===== src/rtl/reduce_tree_pipe.sv =====
// Pipelined WIDTH-input bitwise reduction tree (AND/OR/XOR/NAND), one register per level,
// with a valid/ready handshake at both ends and full back-pressure.
`timescale 1ns/1ps
module reduce_tree_pipe #(
    parameter int unsigned WIDTH = 32,
    parameter int unsigned LOG2W = 5
) (
    input  logic             clock,
    input  logic             reset_n,
    input  logic             in_valid,
    output logic             in_ready,
    input  logic [WIDTH-1:0] in_data,
    input  logic [1:0]       in_op,
    output logic             out_valid,
    input  logic             out_ready,
    output logic             out_bit,
    output logic [1:0]       out_op
);

    // All stage data packed back to back: stage k starts at WIDTH - (WIDTH >> (k-1)).
    localparam int unsigned DW = WIDTH - 1;

    logic [DW-1:0]         d_q, d_d;
    logic [LOG2W:1]        v_q, v_d;
    logic [LOG2W:1]        adv;
    logic [LOG2W:1][1:0]   op_q, op_d;

    function automatic logic red2(input logic a, input logic b, input logic [1:0] op);
        case (op)
            2'b01:   return a | b;
            2'b10:   return a ^ b;
            default: return a & b;  // AND and NAND share the tree; NAND inverts at the output
        endcase
    endfunction

    // Ready chain: a stage may load when it is empty or the stage above is moving.
    always_comb begin
        logic a;
        a = out_ready;
        for (int k = LOG2W; k >= 1; k--) begin
            a      = ~v_q[k] | a;
            adv[k] = a;
        end
    end

    always_comb begin
        v_d  = v_q;
        op_d = op_q;
        if (adv[1]) begin
            v_d[1]  = in_valid;
            op_d[1] = in_op;
        end
        for (int k = 2; k <= LOG2W; k++) begin
            if (adv[k]) begin
                v_d[k]  = v_q[k-1];
                op_d[k] = op_q[k-1];
            end
        end
    end

    for (genvar k = 1; k <= LOG2W; k++) begin : g_stage
        localparam int unsigned NB  = WIDTH >> k;
        localparam int unsigned DST = WIDTH - (WIDTH >> (k - 1));

        logic [2*NB-1:0] src;
        logic [1:0]      sop;
        logic [NB-1:0]   red;

        if (k == 1) begin : g_first
            assign src = in_data;
            assign sop = in_op;
        end else begin : g_inner
            localparam int unsigned SRC = WIDTH - (WIDTH >> (k - 2));
            assign src = d_q[SRC +: 2*NB];
            assign sop = op_q[k-1];
        end

        for (genvar i = 0; i < NB; i++) begin : g_bit
            assign red[i] = red2(src[2*i], src[2*i+1], sop);
        end

        assign d_d[DST +: NB] = adv[k] ? red : d_q[DST +: NB];
    end

    always_ff @(posedge clock or negedge reset_n) begin
        if (!reset_n) begin
            d_q  <= '0;
            v_q  <= '0;
            op_q <= '0;
        end else begin
            d_q  <= d_d;
            v_q  <= v_d;
            op_q <= op_d;
        end
    end

    assign in_ready  = adv[1];
    assign out_valid = v_q[LOG2W];
    assign out_op    = op_q[LOG2W];
    assign out_bit   = (op_q[LOG2W] == 2'b11) ? ~d_q[DW-1] : d_q[DW-1];

endmodule


===== config.mk =====
export PLATFORM = sky130hd
export DESIGN_NAME = reduce_tree_pipe
export DESIGN_NICKNAME = d
export VERILOG_FILES = /design/src/rtl/reduce_tree_pipe.sv
export SDC_FILE = /design/constraint.sdc
export NUM_CORES = 1
export LEC_CHECK = 0
export CAP_MARGIN = 15
export CORE_ASPECT_RATIO = 0.7
export CORE_UTILIZATION = 30
export DETAILED_ROUTE_END_ITERATION = 16
export HOLD_SLACK_MARGIN = 0.15
export SETUP_SLACK_MARGIN = 0.2
export SLEW_MARGIN = 20
export SYNTH_ARGS = -nofsm -noshare
export SYNTH_HDL_FRONTEND = slang
export SYNTH_SLANG_ARGS = --single-unit

===== constraint.sdc =====
create_clock -name clock -period 1.8 [get_ports clock]
set_clock_uncertainty 0.05 [all_clocks]
set_input_delay 0.36 -clock clock [delete_from_list [all_inputs] [get_ports clock]]
set_output_delay 0.36 -clock clock [all_outputs]
set_load 0.01 [all_outputs]

==> results.py <==
metrics = {
    "setup_path": {
        "slowest_delay_ns": 0.35,
        "critical_path_buf_inv_count": 2,
        "r2r_end": "g_stage[2].sop[1]$_DFFE_PN0P_",
        "ff2ff_path_depth": 4,
        "worstPathRequired_ns": 1.39,
        "cp_slowest_cell": "dfrtp_1",
        "path_class": "reg -> out",
        "arrival_ns": 1.24,
        "crit_path_end_kind": "output pin",
        "cp-start-kind": "flop",
        "path_max_fanout": 2,
        "r2r_setup_slack_ns": 0.15,
        "cp_cell_sequence": "and4b_1 -> and3_4 -> inv_2 -> buf_6",
        "r2r_start": "v_q[3]$_DFFE_PN0P_",
        "path_delay_family": "simple AND/OR/NAND/NOR gates",
    },
    "job": {
        "maxCapViolations": 0,
    },
    "layout": {
        "finalNetCount": 564,
        "instances_no_fill": 616,
        "stdcell_area_um2": 4840,
        "final_common_cell": "inv_1",
        "antenna_cells": 0,
        "drive_gt1_share_pct": 16.3,
        "final_cell_mix": "inv_1, ha_1, dfrtp_1",
        "post-route-util_pct": 38.9,
        "syn_to_final_growth_pct": 26.3,
    },
    "clocking": {
        "clock_sinks": 46,
        "clk_pin_slew_ns": 0.06,
        "cts_buffers": 5,
        "clock_latency_ns": 0.28,
        "cts_buffer_depth": 2,
        "htree_levels": 2,
        "cts-root-buf": "clkbuf_16",
        "cts_tree": "yes",
    },
    "placed_design": {
        "hpwl_um": 5260,
        "placedCellCount": 606,
        "gp_congestion": 0.717,
        "dpl_cell_area_um2": 4560,
        "io_buffers": 42,
    },
    "drt": {
        "num_vias": 2735,
        "ant_nets": 0,
        "wirelength_um": 7330,
        "drtIter0Drc": 69,
        "drc_errors": 0,
        "wl_per_cell_um": 11.9,
        "vias_per_cell": 4.44,
        "first_pass_iters": 4,
    },
    "floorplan": {
        "die-area_um2": 13200,
        "start_util_pct": 30.8,
        "ioPinCount": 43,
        "die_h_um": 96.5,
        "fp-row-count": 34,
        "core_area_um2": 12400,
        "die_w_um": 137,
    },
    "hold_path": {
        "hold_start": "v_q[3]$_DFFE_PN0P_",
        "hold_depth": 1,
        "hold_class": "reg -> reg",
        "min_to": "v_q[4]$_DFFE_PN0P_",
    },
    "power": {
        "p_clk_share_pct": 22.4,
        "p_sw_share_pct": 34.7,
        "p_switching_uw": 1370,
        "p_int_uw": 2570,
        "pwr-share-comb_pct": 39.6,
        "p_seq_share_pct": 38.0,
        "ir_worst_vdd_v": 0.000385,
        "p_leak_uw": 0.00234,
        "powerDensity_nw_per_um2": 815,
    },
    "timing": {
        "fin_crit_sh_pct": 91.9,
        "maxSlewHeadroom_pct": 60.0,
        "timing.fmax_ghz": 0.605,
        "holdWs_ns": 0.429,
        "rsz0062_at_grt": "true",
        "slew_violations": 0,
        "finalSetupViolations": 0,
        "worstMarginPinSlew_ns": 0.600,
        "fin_crit_ns": 1.65,
        "hold_viol": 0,
    },
    "synthesis": {
        "synth_cells": 400,
        "syn_area_um2": 3830,
        "synth_fp_nets": 510,
        "synth.distinct_cells": 25,
        "synth.ff_latch_count": 46,
        "avgSynthCellArea_um2": 9.57,
        "yosysWarningCount": 0,
        "ys_seq_area_share_pct": 30.1,
    },
    "global_routing": {
        "grt_util_met1_pct": 15.1,
        "grt_max_degree": 47,
        "antenna_found_initial": 0,
        "grt_use_total_pct": 12.1,
        "use_met3_pct": 1.77,
        "overflow": 0,
        "grt_pass1_vias": 2728,
        "grt_pass1_wl_um": 12700,
        "grtUsageMet2_pct": 22.1,
        "busiest_layer": "met2",
    },
    "run_status": {
        "outcome": "finished, final reports clean",
    },
}
cells in the mapped netlist:
cell      count  area, um^2
a221oi_1     31         272
and2_1        1        6.26
and3_4        1        11.3
and3b_1       1        8.76
and4b_1       1        10.0
buf_1         3        11.3
buf_2         2        10.0
buf_6         1        11.3
buf_8         2        30.0
clkbuf_1     15        56.3
clkbuf_2      1        5.00
dfrtp_1      46        1150
ha_1         72         901
inv_1       104         390
mux2i_1       2        20.0
nand2_1      14        52.6
nand3_1      10        50.1
nand4_1      16         100
nor2b_1      32         200
o21ai_0       8        40.0
o31ai_1      15         113
o31ai_4      16         340
or2_1         1        6.26
or2_2         4        25.0
xnor2_1       1        8.76
through the flow:
stage               total power (uW)  worst slack (ns)  setup TNS [ns]
floorplan                       2570             0.208               0
global placement                2990            -0.478          -10.77
detailed placement              3070            -0.498          -12.44
CTS                             3980             0.101               0
global route                    4300            0.0911               0
finish                          3940             0.146               0
kinds of logic (layout without fill, tap and decap cells):
logic type	count (synthesis)	after routing	share of synthesized area (%)
buffers and inverters	128	182	13.4
AND/OR/NAND/NOR	81	81	12.3
adder cells (fa/ha/maj)	72	72	23.5
AO/OA/AOI/OAI	70	70	20.0
flip-flops	46	46	30.1
multiplexers	2	2	0.523
XOR/XNOR	1	1	0.229
per-layer routing:
layer	up-vias	share of wire (%)
met3	2	3.5
li1	1438	-
met5	-	0
met2	43	48
met4	0	0.45
met1	1252	48
sequential cells by signal, indices dropped and copies added, names as in the netlist:
name	flops
out_op	2
d_q	31
v_q	5
g_stage.sop	8
worst max-delay path by stage:
stage | depth (start not counted) | slack, ns | from | end
after floorplan | 6 | 0.21 | in_op[0] | d_q[11]$_DFFE_PN0P_
after global placement | 5 | -0.48 | out_ready | in_ready
after detailed placement | 5 | -0.50 | out_ready | d_q[18]$_DFFE_PN0P_
after CTS | 4 | 0.10 | v_q[3]$_DFFE_PN0P_ | in_ready
after global routing | 4 | 0.09 | v_q[5]$_DFFE_PN0P_ | g_stage[2].sop[0]$_DFFE_PN0P_
final | 4 | 0.15 | v_q[3]$_DFFE_PN0P_ | in_ready
area by class of cell:
type | count | area, um^2
Multi-Input combinational cell | 226 | 2260
Clock inverter | 1 | 7.51
Timing Repair Buffer | 71 | 692
Fill cell | 1244 | 7590
Inverter | 104 | 390
Tap cell | 162 | 203
Clock buffer | 6 | 129
Sequential cell | 46 | 1150
power groups by stage:
stage                     logic, uW  clock network [uW]  registers, uW
after floorplan                1090                   0           1470
after global placement         1480                   0           1510
after detailed placement       1540                   0           1520
after CTS                      1560                 918           1500
after global routing           1800                 958           1540
final                          1560                 883           1500
repair_timing:
action / 4_1_cts / 5_1_grt
hold buffers: 1 / 0
hold endpoints to repair: 3 / 0
endpoints found under the setup margin: 35 / 32
gates resized for setup: 25 / 10
gates cloned: 1 / 0
buffers inserted: 0 / 1
pin swaps: 1 / 3
(Power assumes the default switching activity.)
